File: src/rtl/target_generator_if.sv
// Signal bundle between the game master / snake control and the target generator.
// The master modport is the game side; the slave modport is the generator itself.
interface target_generator_if;
    logic [1:0] MASTER_STATE;
    logic       REACHED_TARGET;
    logic [7:0] TARGET_X;
    logic [6:0] TARGET_Y;
    logic       TARGET_VALID;
    logic [3:0] SCORE;
    logic       WIN_PULSE;

    modport master (
        output MASTER_STATE,
        output REACHED_TARGET,
        input  TARGET_X,
        input  TARGET_Y,
        input  TARGET_VALID,
        input  SCORE,
        input  WIN_PULSE
    );

    modport slave (
        input  MASTER_STATE,
        input  REACHED_TARGET,
        output TARGET_X,
        output TARGET_Y,
        output TARGET_VALID,
        output SCORE,
        output WIN_PULSE
    );
endinterface

File: src/rtl/target_generator.sv
// Snake game target placement and scoring: free-running LFSR pair supplies
// candidate coordinates, a small FSM tracks eat / re-pick / win.
module target_generator #(
    parameter int         MaxX     = 159,
    parameter int         MaxY     = 119,
    parameter int         WinScore = 10,
    parameter int         InitX    = 120,
    parameter int         InitY    = 30,
    parameter logic [7:0] SeedX    = 8'hA5,
    parameter logic [6:0] SeedY    = 7'h5A
) (
    input  logic              CLK,
    input  logic              RESET,
    target_generator_if.slave tg
);
    localparam logic [1:0] MS_IDLE    = 2'b00;
    localparam logic [1:0] MS_PLAY    = 2'b01;
    localparam logic [7:0] MAX_X_C    = 8'(MaxX);
    localparam logic [6:0] MAX_Y_C    = 7'(MaxY);
    localparam logic [3:0] WIN_C      = 4'(WinScore);
    localparam logic [7:0] INIT_X_C   = 8'(InitX);
    localparam logic [6:0] INIT_Y_C   = 7'(InitY);

    typedef enum logic [1:0] {ARMED, PICK, WON} state_t;

    state_t     state_reg, state_next;
    logic [7:0] lfsr_x_reg, lfsr_x_next;
    logic [6:0] lfsr_y_reg, lfsr_y_next;
    logic [7:0] target_x_reg, target_x_next;
    logic [6:0] target_y_reg, target_y_next;
    logic       valid_reg, valid_next;
    logic [3:0] score_reg, score_next;
    logic       win_pulse_reg, win_pulse_next;

    logic       eat;
    logic       accept;
    logic       last_target;

    // Fibonacci LFSRs: x^8+x^6+x^5+x^4+1 and x^7+x^6+1, both maximal length,
    // so a nonzero seed never reaches the all-zero lockup state.
    assign lfsr_x_next = {lfsr_x_reg[6:0], lfsr_x_reg[7] ^ lfsr_x_reg[5] ^ lfsr_x_reg[4] ^ lfsr_x_reg[3]};
    assign lfsr_y_next = {lfsr_y_reg[5:0], lfsr_y_reg[6] ^ lfsr_y_reg[5]};

    assign eat         = (tg.MASTER_STATE == MS_PLAY) && (state_reg == ARMED) && tg.REACHED_TARGET;
    assign last_target = (score_reg + 4'd1) == WIN_C;
    assign accept      = (tg.MASTER_STATE == MS_PLAY) && (state_reg == PICK)
                         && (lfsr_x_reg <= MAX_X_C) && (lfsr_y_reg <= MAX_Y_C)
                         && !((lfsr_x_reg == target_x_reg) && (lfsr_y_reg == target_y_reg));

    always_ff @(posedge CLK or negedge RESET) begin
        if (!RESET) begin
            state_reg     <= ARMED;
            lfsr_x_reg    <= SeedX;
            lfsr_y_reg    <= SeedY;
            target_x_reg  <= INIT_X_C;
            target_y_reg  <= INIT_Y_C;
            valid_reg     <= 1'b1;
            score_reg     <= 4'd0;
            win_pulse_reg <= 1'b0;
        end else begin
            state_reg     <= state_next;
            lfsr_x_reg    <= lfsr_x_next;
            lfsr_y_reg    <= lfsr_y_next;
            target_x_reg  <= target_x_next;
            target_y_reg  <= target_y_next;
            valid_reg     <= valid_next;
            score_reg     <= score_next;
            win_pulse_reg <= win_pulse_next;
        end
    end

    always_comb begin
        state_next = state_reg;
        if (tg.MASTER_STATE == MS_IDLE) begin
            state_next = ARMED;
        end else if (tg.MASTER_STATE == MS_PLAY) begin
            case (state_reg)
                ARMED:   if (eat) state_next = last_target ? WON : PICK;
                PICK:    if (accept) state_next = ARMED;
                WON:     state_next = WON;
                default: state_next = ARMED;
            endcase
        end
    end

    // WIN and the reserved master code fall through with everything held.
    always_comb begin
        target_x_next  = target_x_reg;
        target_y_next  = target_y_reg;
        valid_next     = valid_reg;
        score_next     = score_reg;
        win_pulse_next = 1'b0;
        if (tg.MASTER_STATE == MS_IDLE) begin
            target_x_next = INIT_X_C;
            target_y_next = INIT_Y_C;
            valid_next    = 1'b1;
            score_next    = 4'd0;
        end else if (eat) begin
            score_next     = score_reg + 4'd1;
            valid_next     = 1'b0;
            win_pulse_next = last_target;
        end else if (accept) begin
            target_x_next = lfsr_x_reg;
            target_y_next = lfsr_y_reg;
            valid_next    = 1'b1;
        end
    end

    assign tg.TARGET_X     = target_x_reg;
    assign tg.TARGET_Y     = target_y_reg;
    assign tg.TARGET_VALID = valid_reg;
    assign tg.SCORE        = score_reg;
    assign tg.WIN_PULSE    = win_pulse_reg;
endmodule

File: src/flat_wrapper.sv
// flat-port wrapper written by rule: the top's interface ports become plain ports
module target_generator_flat 
#(
    parameter int         MaxX     = 159,
    parameter int         MaxY     = 119,
    parameter int         WinScore = 10,
    parameter int         InitX    = 120,
    parameter int         InitY    = 30,
    parameter logic [7:0] SeedX    = 8'hA5,
    parameter logic [6:0] SeedY    = 7'h5A
)
  (CLK, RESET, tg_MASTER_STATE, tg_REACHED_TARGET, tg_TARGET_X, tg_TARGET_Y, tg_TARGET_VALID, tg_SCORE, tg_WIN_PULSE);
  target_generator_if tg_i ();
  input  logic CLK;
  input  logic RESET;
  input wire logic [$bits(tg_i.MASTER_STATE)-1:0] tg_MASTER_STATE;
  input wire logic [$bits(tg_i.REACHED_TARGET)-1:0] tg_REACHED_TARGET;
  output wire logic [$bits(tg_i.TARGET_X)-1:0] tg_TARGET_X;
  output wire logic [$bits(tg_i.TARGET_Y)-1:0] tg_TARGET_Y;
  output wire logic [$bits(tg_i.TARGET_VALID)-1:0] tg_TARGET_VALID;
  output wire logic [$bits(tg_i.SCORE)-1:0] tg_SCORE;
  output wire logic [$bits(tg_i.WIN_PULSE)-1:0] tg_WIN_PULSE;
  assign tg_i.MASTER_STATE = tg_MASTER_STATE;
  assign tg_i.REACHED_TARGET = tg_REACHED_TARGET;
  assign tg_TARGET_X = tg_i.TARGET_X;
  assign tg_TARGET_Y = tg_i.TARGET_Y;
  assign tg_TARGET_VALID = tg_i.TARGET_VALID;
  assign tg_SCORE = tg_i.SCORE;
  assign tg_WIN_PULSE = tg_i.WIN_PULSE;
  target_generator #(.MaxX(MaxX), .MaxY(MaxY), .WinScore(WinScore), .InitX(InitX), .InitY(InitY), .SeedX(SeedX), .SeedY(SeedY)) u_core (.CLK(CLK), .RESET(RESET), .tg(tg_i));
endmodule
File: config.mk
export PLATFORM = sky130hd
export DESIGN_NAME = target_generator_flat
export DESIGN_NICKNAME = d
export VERILOG_FILES = /design/src/rtl/target_generator_if.sv /design/src/rtl/target_generator.sv /design/src/flat_wrapper.sv
export SDC_FILE = /design/constraint.sdc
export NUM_CORES = 1
export LEC_CHECK = 0
export CORE_ASPECT_RATIO = 1.4
export CORE_UTILIZATION = 57
export DETAILED_ROUTE_END_ITERATION = 12
export PLACE_DENSITY = 0.95
export SYNTH_ARGS = -nofsm -noshare
export SYNTH_HDL_FRONTEND = slang
export SYNTH_SLANG_ARGS = --single-unit
File: constraint.sdc
create_clock -name CLK -period 3.1 [get_ports CLK]
set_input_delay 0.31 -clock CLK [delete_from_list [all_inputs] [get_ports CLK]]
set_output_delay 0.31 -clock CLK [all_outputs]
set_load 0.005 [all_outputs]
## Yosys cells after proc, flatten, opt, wreduce, memory -nomap -nowiden

Index checks and enable logic that the tools add are counted.

- Flip-flop bits (word level): 38
- Input bits: 5

- Add/subtract/negate cells: 1
- Order comparisons: 2
- Equal/unequal tests: 9
- Multiplexer cells: 19
- Bitwise gates (word level): 4
- Reduce and logical (&&, ||, !) cells: 16

Operators with widths:

| operator | count |
|---|---|
| 8-bit 2-to-1 mux | 3 |
| 7-bit 2-to-1 mux | 3 |
| 2-bit 2-to-1 mux | 5 |
| 8-bit == test | 1 |
| 8-bit less-or-equal comparator (second input constant) | 1 |
| 4-bit 2-to-1 mux | 2 |
| 7-bit == test | 1 |
| 7-bit less-or-equal comparator (second input constant) | 1 |
| 1-bit logical AND | 7 |
| 3-bit by 2-bit != test with 1-bit output (second input constant) | 2 |
| 2-bit one-hot mux with 3 select lines | 1 |
| 2-bit nonzero test | 3 |
| 1-bit 2-to-1 mux | 5 |
| 4-bit by 1-bit adder with 4-bit output (second input constant) | 1 |
| 2-bit by 1-bit == test with 1-bit output (second input constant) | 2 |
| 4-bit == test (second input constant) | 1 |
| 2-bit logical NOT | 2 |
| 1-bit bitwise XOR | 4 |
| 3-bit AND reduction | 1 |
| 3-bit nonzero test | 1 |
| 2-bit == test (second input constant) | 1 |
| 2-bit != test (second input constant) | 1 |
| 2-bit AND reduction | 1 |
| 1-bit logical NOT | 1 |

## Depth between registers and ports, before layout

Gate-level depths: netlist of run 1.

- Depth after elaboration: 9
- Mapped depth: 6
- Depth with buffers taken out: 6

## Least setup slack after synthesis of run 1

OpenSTA, ideal clock, no wires.

- Path type: flip-flop to flip-flop
- Start: register u_core.lfsr_y_reg[6]
- End: register u_core.target_x_reg[0], in the netlist u_core.tg.TARGET_X[0]
- Library setup time: 125 ps
- Arrival: 1631 ps
- Setup slack: 1344 ps
- Cell stages (with the launch flop): 6
- Cells stage by stage: dfstp_2 -> nand2_1 -> nand3_1 -> o21ai_0 -> a311oi_4 -> mux2_2

- Word-level cells in the longest chain between the ends: 6

RTL lines:

| element | line | text |
|---|---|---|
| from (decl) | target_generator.sv:28 | `logic [6:0] lfsr_y_reg, lfsr_y_next;` |
| from (signal assigned) | target_generator.sv:54 | `lfsr_y_reg <= SeedY;` |
| from (signal assigned) | target_generator.sv:63 | `lfsr_y_reg <= lfsr_y_next;` |
| branches (longest 3 deep; another with 7-bit less-or-equal comparator) | - |  |
| 1-bit logical AND * | target_generator.sv:48 | `&& !((lfsr_x_reg == target_x_reg) && (lfsr_y_reg == target_y_reg));` |
| 2-bit nonzero test (no line) * | - |  |
| 2-bit AND reduction (no line) * | - |  |
| to (signal assigned) | target_generator.sv:64 | `target_x_reg <= target_x_next;` |
| to (decl) | target_generator.sv:29 | `logic [7:0] target_x_reg, target_x_next;` |

Every way passes the cells marked *.
A chain may end at the register's enable or synchronous reset.

## Worst setup path in the final report of run 1

- Start: register u_core.lfsr_x_reg[5]
- End: register u_core.target_y_reg[6], in the netlist u_core.tg.TARGET_Y[6]

- Word-level cells in the longest chain between the ends: 6

RTL lines:

| element | line | text |
|---|---|---|
| from (decl) | target_generator.sv:27 | `logic [7:0] lfsr_x_reg, lfsr_x_next;` |
| from (signal assigned) | target_generator.sv:62 | `lfsr_x_reg <= lfsr_x_next;` |
| 8-bit less-or-equal comparator or 8-bit == test (tied branches) | target_generator.sv:47, target_generator.sv:48 |  |
| 1-bit logical AND (on tied branches) | target_generator.sv:47, target_generator.sv:48 |  |
| 1-bit logical AND or 1-bit logical NOT (tied branches) | target_generator.sv:47, target_generator.sv:48 |  |
| 1-bit logical AND * | target_generator.sv:48 |  |
| 2-bit nonzero test (no line) * | - |  |
| 2-bit AND reduction (no line) * | - |  |
| to (signal assigned) | target_generator.sv:65 | `target_y_reg <= target_y_next;` |
| to (decl) | target_generator.sv:30 | `logic [6:0] target_y_reg, target_y_next;` |

Every way passes the cells marked *; elsewhere a longest branch is shown, timed or not.

==> flow_results.org, run 1 <==
** Critical path
- Kind of end point of the critical path :: flop
- Required @ worst endpoint :: 3.28 ns
- Critical path peak fanout :: 10
- STA classifies the critical path startpoint as a flop.
- Data on the critical path arrives at its endpoint at 2.13 ns.
- Startpoint-to-endpoint class of the critical path :: reg2reg

** Floorplan
- Std-Cell Core Area :: 2880 µm²
- For this configuration, the core starts out at a cell density of 0.605.
- Horizontal die dimension :: 48.7 µm
- Row generation in the floorplan step produced 23 rows.
- The die is 67.4 µm tall.
- The die covers 3280 µm².
- I/O pins :: 26

** Layout
- Final cell count without fillers :: 214
- In the final layout, the multi-input gates occupy 713 µm².
- 0 antenna diodes ended up in the layout.
- Layout Nets :: 184
- P&R area growth vs syn :: 25.4%
- Share of post-route cells with drive strength above 1 :: 0.232
- Fill cells :: 200
- Area used by sequential logic in the layout :: 972 µm²

** Timing
- Fin crit share :: 0.629
- Setup repair after global routing missed its margin :: no
- Rel. slew slack :: 0.466
- Worst hold margin :: 0.384 ns
- Post-layout worst setup margin :: 1.15 ns
- Maximum operating frequency :: 513 MHz
- The worst path in the final design needs a cycle of 1.95 ns, including I/O delays and setup.
- The total count of max-transition violations in the final report was 0.
- Setup TNS :: 0 ns
- The hold violation count in the final report is 0.
- The clock arrives with 0.00722 ns of skew.
- For the pin with the worst max-slew slack, the measured transition is 0.799 ns.
- Setup violation total in the final timing report :: 0

** Min path
- The worst hold path belongs to the class reg2reg.

** CTS
- Count of instances resized after the clock tree is built :: 0
- The later pin in the worst-skew pair is clocked with a latency of 0.29 ns.
- The clock passes through at most 2 buffers.
- Buffers inserted to repair hold after CTS numbered 0.
- Number of H-tree branching levels :: 2
- The number of setup buffers added after CTS is 0.
- Counting the buffers created by CTS gives 5.
- TritonCTS built the clock tree.
- CTS clock-pin slew for the worst setup and hold paths :: 0.07 ns
- The tree is rooted in a sky130_fd_sc_hd__clkbuf_8.
- Total number of clock tree sinks :: 38

** Synth
- Top cells by area in the synthesized netlist :: sky130_fd_sc_hd__dfrtp_1, sky130_fd_sc_hd__dfstp_2, sky130_fd_sc_hd__xnor2_1
- The number of nets handed over by synthesis was 152.
- Asr flop ratio synth :: 1.00
- Mapped cell area :: 1740 µm²
- Cell types with the highest counts after synthesis :: sky130_fd_sc_hd__dfrtp_1, sky130_fd_sc_hd__dfstp_2, sky130_fd_sc_hd__xnor2_1, sky130_fd_sc_hd__nor2_1, sky130_fd_sc_hd__inv_1
- Dividing the synthesized area by the synthesized cell count gives 12.1 µm².
- EDFF count, synth :: 0
- The share of synthesized area in the top cell type comes to 0.302.
- Flops & latches, synth :: 38
- Distinct cell type count after synthesis :: 31
- For this run, the number of Yosys warnings is 0.
- In the synthesized netlist, the number of instances is 144.
- Top_reg_cell synth :: sky130_fd_sc_hd__dfrtp_1
- Fraction of the yosys area taken by sequential cells :: 0.558
- sky130_fd_sc_hd__dfrtp_1 is the most common cell in the netlist.
- Largest area contributor in the netlist :: sky130_fd_sc_hd__dfrtp_1

** Route
- Detailed routing inserted a total of 1156 vias.
- Remaining antenna violation count after routing :: 0
- Drt pass-1 iters :: 4
- After detailed routing, the average wire length per cell comes to 15.1 µm.
- The final layout contains routed wiring with a total length of 3220 µm.
- The first routing iteration left 21 violations.
- For this run, design rule violations remaining after detail routing come to 0.
- Dividing the detail-routed via count by the number of cells gives 5.40.

** Power
- Of the total power, the clock network draws 0.389.
- Total net switching power :: 298 µW
- Proportion of power drawn by combinational gates :: 0.158
- The share of total power dissipated in sequential elements is 0.453.
- Static Leakage :: 0.886 nW
- Switching portion of total power :: 0.226
- Internal power contribution :: 1.02 mW
- Power spread over the standard cell area amounts to 605 nW/µm².
- VDD sags by at most 441 µV.

** Placed design
- PortBufs :: 25
- Post-placement worst setup slack :: 0.850 ns
- The congestion estimate from routability-driven global placement came to 0.749.
- Including well taps, the total number of placed cells is 206.
- Detailed placement ended at an HPWL of 2270 µm.

** Global routing
- Number of global-route vias before repair :: 1185
- Aggregate global-route resource usage :: 0.228
- Entering global routing, the biggest net connects 39 pins.
- GRT Residual Overflow :: 0
- Antenna violations before repair :: 0
- The first global-routing pass estimated 5410 µm of wire.

** Status
- Run status :: finished, final reports clean

** Run
- Across the run, the number of max-cap violations was 0.
[path summary, 6_finish.rpt]
path	startpoint	endpoint	slack, ns	depth (start not counted)
setup / recovery	u_core.lfsr_x_reg[5]	u_core.tg.TARGET_Y[6]	1.15	6
hold / removal	u_core.lfsr_y_reg[3]	u_core.lfsr_y_reg[4]	0.38	0
setup reg to reg	u_core.lfsr_x_reg[5]	u_core.tg.TARGET_Y[6]	1.15	6
hold reg to reg	u_core.lfsr_y_reg[3]	u_core.lfsr_y_reg[4]	0.38	0
max in group asynchronous	RESET	u_core.lfsr_x_reg[2]	2.30	2
min in group asynchronous	RESET	u_core.lfsr_x_reg[4]	0.44	2
[cell usage in the layout (no fill, tap or decap)]
master	Yosys	final
sky130_fd_sc_hd__dfrtp_1	21	21
sky130_fd_sc_hd__nand4_1	3	3
sky130_fd_sc_hd__nor2_1	11	11
sky130_fd_sc_hd__dfstp_2	17	17
sky130_fd_sc_hd__inv_1	10	10
sky130_fd_sc_hd__mux2_2	7	7
sky130_fd_sc_hd__a22oi_1	1	1
sky130_fd_sc_hd__xor2_1	2	2
sky130_fd_sc_hd__or2_2	1	1
sky130_fd_sc_hd__and3_1	1	1
sky130_fd_sc_hd__buf_4	0	3
sky130_fd_sc_hd__mux2i_1	9	9
sky130_fd_sc_hd__clkdlybuf4s50_1	0	25
sky130_fd_sc_hd__nor4_2	1	1
sky130_fd_sc_hd__a21oi_1	2	2
sky130_fd_sc_hd__o21ai_0	7	7
sky130_fd_sc_hd__o21ba_2	1	1
sky130_fd_sc_hd__nand4b_1	1	1
sky130_fd_sc_hd__a311oi_4	1	1
sky130_fd_sc_hd__ha_1	3	3
sky130_fd_sc_hd__a21bo_2	1	1
sky130_fd_sc_hd__nand3_1	7	7
sky130_fd_sc_hd__and2_1	7	7
sky130_fd_sc_hd__bufinv_16	0	2
sky130_fd_sc_hd__nor3b_1	2	2
sky130_fd_sc_hd__nand2_1	4	4
sky130_fd_sc_hd__a211o_1	1	1
sky130_fd_sc_hd__clkbuf_8	0	6
sky130_fd_sc_hd__o41ai_2	1	1
sky130_fd_sc_hd__nand3b_1	1	1
sky130_fd_sc_hd__xnor2_1	17	17
sky130_fd_sc_hd__nor2b_1	1	1
[logic make-up (layout without fill, tap and decap cells)]
family | count (synthesis) | after routing | synth area share
buffers and inverters | 13 | 46 | 0.0323
adder cells (fa/ha/maj) | 3 | 3 | 0.0216
flip-flops | 38 | 38 | 0.558
AO/OA/AOI/OAI | 15 | 15 | 0.0711
multiplexers | 16 | 16 | 0.0970
XOR/XNOR | 19 | 19 | 0.0955
AND/OR/NAND/NOR | 40 | 40 | 0.124
[per-stage QoR]
step           area, µm²  total power, mW  utilization
6_report            2180             1.32        0.759
5_1_grt             2180             1.38        0.759
4_1_cts             2180             1.33        0.759
3_5_place_dp        2040            0.816        0.710
3_3_place_gp        2040            0.807        0.710
2_1_floorplan       1740            0.708            -
[routing by layer]
metal | global-route usage | up-vias | wire, µm
li1 | - | 546 | -
met1 | 0.251 | 575 | 1350
met2 | 0.418 | 28 | 1690
met3 | 0.0541 | 7 | 124
met4 | 0.0993 | 0 | 54
met5 | 0 | - | 0
[power by group through the flow]
stage          Combinational, mW  Clock, mW  Sequential (mW)
2_1_floorplan              0.105          0            0.602
3_3_place_gp               0.205          0            0.603
3_5_place_dp               0.210          0            0.606
4_1_cts                    0.213      0.522            0.598
5_1_grt                    0.230      0.541            0.607
6_report                   0.209      0.514            0.599
[critical path: stages (launching register included)]
cell and delay [ns]:
sky130_fd_sc_hd__dfstp_2 0.60, sky130_fd_sc_hd__xnor2_1 0.13, sky130_fd_sc_hd__nand4_1 0.15, sky130_fd_sc_hd__nor4_2 0.39, sky130_fd_sc_hd__a311oi_4 0.08, sky130_fd_sc_hd__buf_4 0.21, sky130_fd_sc_hd__mux2_2 0.28
[layout make-up]
| cell class | count | area share |
|---|---|---|
| flip-flops and latches | 38 | 0.445 |
| multi-input cells | 93 | 0.326 |
| repair buffers | 28 | 0.125 |
| clock buffers | 6 | 0.0378 |
| clock inverters | 2 | 0.0275 |
| well taps | 37 | 0.0212 |
| inverters | 10 | 0.0172 |
Power figures use the tool's default switching activity.
==> run 2: changes to the inputs <==
CORE_UTILIZATION = 53   (was 57)
PLACE_DENSITY = 0.9   (was 0.95)
clock period = 1.8 ns   (was 3.1 ns; I/O delays follow)
==> run 2 against run 1 <==
The flow now finishes with violations (setup timing). Via count up 10%. First-iteration DRC count increased by 29%. Setup slack worse by 1.2 ns. Design area up 9.4%. Cell count up 11%. Highest routed layer unchanged. Total power grew 61%.
==> flow_results.org, run 2 (synthesis gave the netlist of run 1 again) <==
** Status
- The flow ran to the end, but the final reports show violations.
- The final reports fail on setup timing.

** Power
- Proportion of power drawn by combinational gates :: 0.233 (+0.075)
- Total net switching power :: 556 µW (+86%)
- Part of the power in registers :: 0.485 (+0.032)
- Power Dens Cells :: 888 nW/µm² (+47%)
- Internal power contribution :: 1.57 mW (+53%)
- Share of power burned in the clock network :: 0.282 (-0.107)
- Overall power consumption :: 2.12 mW (+61%)
- The static leakage power came to 0.999 nW (+13%).
- Max rail drop VDD :: 758 µV (+72%)
- Switching portion of total power :: 0.262 (+0.0363)

** Route
- The number of nets still failing antenna checks after routing came to 0 (unchanged).
- The detail-routed via count per cell is 5.39 (-0.25%).
- The number of design rule violations left after detail routing was 0 (unchanged).
- Total via count in the routed design :: 1277 (+10%)
- The post-detailed-route wirelength per cell came to 16.7 µm (+11%).
- Drt initial violations :: 27 (+29%)
- Total length of routed wires :: 3960 µm (+23%)
- The length of the first detailed-routing pass in iterations is 4 (unchanged).

** Timing
- The total count of max-transition violations in the final report is 0 (unchanged).
- Setup repair after global routing missed its margin :: yes
- The relative max-transition margin came to 0.689 (+0.224).
- Post-layout worst setup margin :: -0.0834 ns (-1.23 ns)
- Min Clock Period, post-route :: 1.88 ns (-0.0678 ns)
- Maximum operating frequency :: 531 MHz (+3.6%)
- The number of failing setup endpoints in the final timing report was 14 (+14).
- The hold violation count in the final report came to 0 (unchanged).
- The final worst clock skew is 0.00584 ns (-0.00139 ns).
- Worst hold margin :: 0.308 ns (-0.0762 ns)
- The final critical-path share of the clock period is 1.05 (+0.417).
- The pin slew with the least headroom to its limit was 0.466 ns (-0.333 ns).

** Placed design
- The final weighted congestion in routability-driven placement came to 0.796 (+6.4%).
- The number of buffer cells added on primary ports came to 25 (unchanged).
- Post-DP HPWL :: 2610 µm (+15%)
- Instance area at placement :: 2170 µm² (+6.2%)

** Layout
- Layout Nets :: 205 (+11%)
- Leaving out fill and tap cells, the most frequent cell in the layout is sky130_fd_sc_hd__clkdlybuf4s50_1.
- Antenna Diode Count :: 0 (unchanged)
- Highest-count cells in the layout ignoring fill and taps :: sky130_fd_sc_hd__clkdlybuf4s50_1, sky130_fd_sc_hd__dfrtp_1, sky130_fd_sc_hd__buf_4
- Share of post-route cells with drive strength above 1 :: 0.343 (+0.112)
- P&R area growth vs syn :: 37.3%
- Final instance area :: 2390 µm² (+9.4%)

** Floorplan
- The height of the die was 69.8 µm (+3.6%).
- Effective utilization at floorplan :: 0.558 (-0.0475)
- The overall die area was 3520 µm² (+7.3%).
- Horizontal die dimension :: 50.5 µm (+3.6%)
- Cell Rows :: 24 (+4.3%)
- I/O pins :: 26 (unchanged)
- Std-Cell Core Area :: 3120 µm² (+8.5%)

** Critical path
- Worst setup path startpoint :: u_core.lfsr_y_reg[1]
- Minimum setup slack among reg-to-reg paths :: -0.08 ns (-1.23 ns)
- Launch instance of the worst register-to-register path :: u_core.lfsr_y_reg[1]
- The number of cell instances on the worst register-to-register path is 6 (unchanged).
- The required time of the worst setup path came to 1.98 ns (-1.30 ns).
- Critical path peak fanout :: 9 (-1)
- Reg-to-Reg End :: u_core.tg.TARGET_X[7]
- The worst setup path is captured at a flop.
- Kind of launch point of the worst setup path :: flop
- Signal arrival time at the worst endpoint :: 2.06 ns (-0.07 ns)
- Startpoint-to-endpoint class of the critical path :: reg2reg

** Min path
- Min-delay worst type :: in2async

** Global routing
- Number of global-route vias before repair :: 1374 (+16%)
- The global-route wire length before repair came to 6610 µm (+22%).
- The total congestion overflow after global routing is 0 (unchanged).
- Antenna violations before repair :: 0 (unchanged)
- The pin count of the biggest net entering global routing came to 39 (unchanged).
- Aggregate global-route resource usage :: 0.260 (+0.0325)

** CTS
- The number of buffers added by the clock tree synthesis step is 5 (unchanged).
- TritonCTS clock tree :: yes
- The clock transition at the registers of the reported paths was 0.07 ns (about the same).
- Clock root buffer master :: sky130_fd_sc_hd__clkbuf_8
- The clock insertion delay at the later pin of the skew report was 0.29 ns (about the same).
- # hold bufs at CTS :: 0 (unchanged)
- Total number of clock tree sinks :: 38 (unchanged)
- The H-tree depth came to 2 (unchanged).
- The maximum clock path buffer count came to 2 (unchanged).

** Run
- The max-cap check violation count came to 0 (unchanged).
run 2: changes by cell type in the layout (fill, tap and decap cells not counted), moves of 2 or more:
cell                        change
sky130_fd_sc_hd__buf_6          +2
sky130_fd_sc_hd__buf_4         +17
sky130_fd_sc_hd__xnor2_1        -5
sky130_fd_sc_hd__xnor2_2        +5
sky130_fd_sc_hd__bufinv_16      -2
sky130_fd_sc_hd__buf_12         +2
sky130_fd_sc_hd__o21ai_0        -2
run 2: area by class of cell:
type,count,area [µm²]
Inverter,10,37.5
Timing Repair Buffer,49,463
Sequential cell,38,972
Clock buffer,7,86.3
Fill cell,201,732
Multi-Input combinational cell,93,778
Tap cell,39,48.8
Clock inverter,1,5.00
run 2: how the worst max path moves through the flow:
stage	slack [ns]	cells past startpoint	to
2_1_floorplan	0.04	5	u_core.tg.TARGET_X[0]
3_3_place_gp	-0.13	6	u_core.tg.TARGET_Y[5]
3_5_place_dp	-0.20	6	u_core.tg.TARGET_X[1]
4_1_cts	-0.08	6	u_core.tg.TARGET_X[1]
5_1_grt	-0.15	6	u_core.tg.TARGET_X[7]
6_report	-0.08	6	u_core.tg.TARGET_X[7]
run 2: stage by stage:
stage | instances | setup TNS, ns | setup slack (ns) | util
after CTS | 235 | -0.665 | -0.0840 | 0.751
final | 237 | -0.669 | -0.0834 | 0.766
after global routing | 237 | -1.78 | -0.152 | 0.766
after detailed placement | 223 | -2.06 | -0.201 | 0.695
after floorplan | 144 | 0 | 0.0440 | -
after global placement | 223 | -1.16 | -0.134 | 0.695
run 2: power by group through the flow:
stage,clock [mW],combinational [mW],sequential (mW)
CTS,0.612,0.481,1.02
finish,0.598,0.495,1.03
detailed placement,0,0.436,1.04
global placement,0,0.419,1.03
floorplan,0,0.181,1.04
global route,0.650,0.537,1.03
run 2: critical path, stage by stage (launching register included):
cell and delay (ns):
sky130_fd_sc_hd__dfstp_2 0.57, sky130_fd_sc_hd__xnor2_2 0.13, sky130_fd_sc_hd__nand4_1 0.16, sky130_fd_sc_hd__nor4_4 0.35
sky130_fd_sc_hd__a311oi_4 0.10, sky130_fd_sc_hd__buf_12 0.18, sky130_fd_sc_hd__mux2_2 0.28
run 2: repair_timing:
item                                    in CTS  in global routing
pin swaps                                    5                  1
gates resized for setup                      6                  7
setup buffers                                4                  2
gates cloned                                 0                  0
endpoints found under the setup margin      13                 17
hold endpoints to repair                     0                  0
run 2: per-layer routing:
metal / vias up / global-route usage / wire (µm)
li1: 594 / - / -
met5: - / 0 / 0
met2: 32 / 0.467 / 2200
met3: 13 / 0.0702 / 159
met4: 0 / 0.111 / 93
met1: 638 / 0.277 / 1510
==> run 3: changes to the inputs <==
ABC_AREA = 0   (was unset)
==> results of run 3 <==
Same layout as run 2: the final DEF is identical, and so are final timing and power.
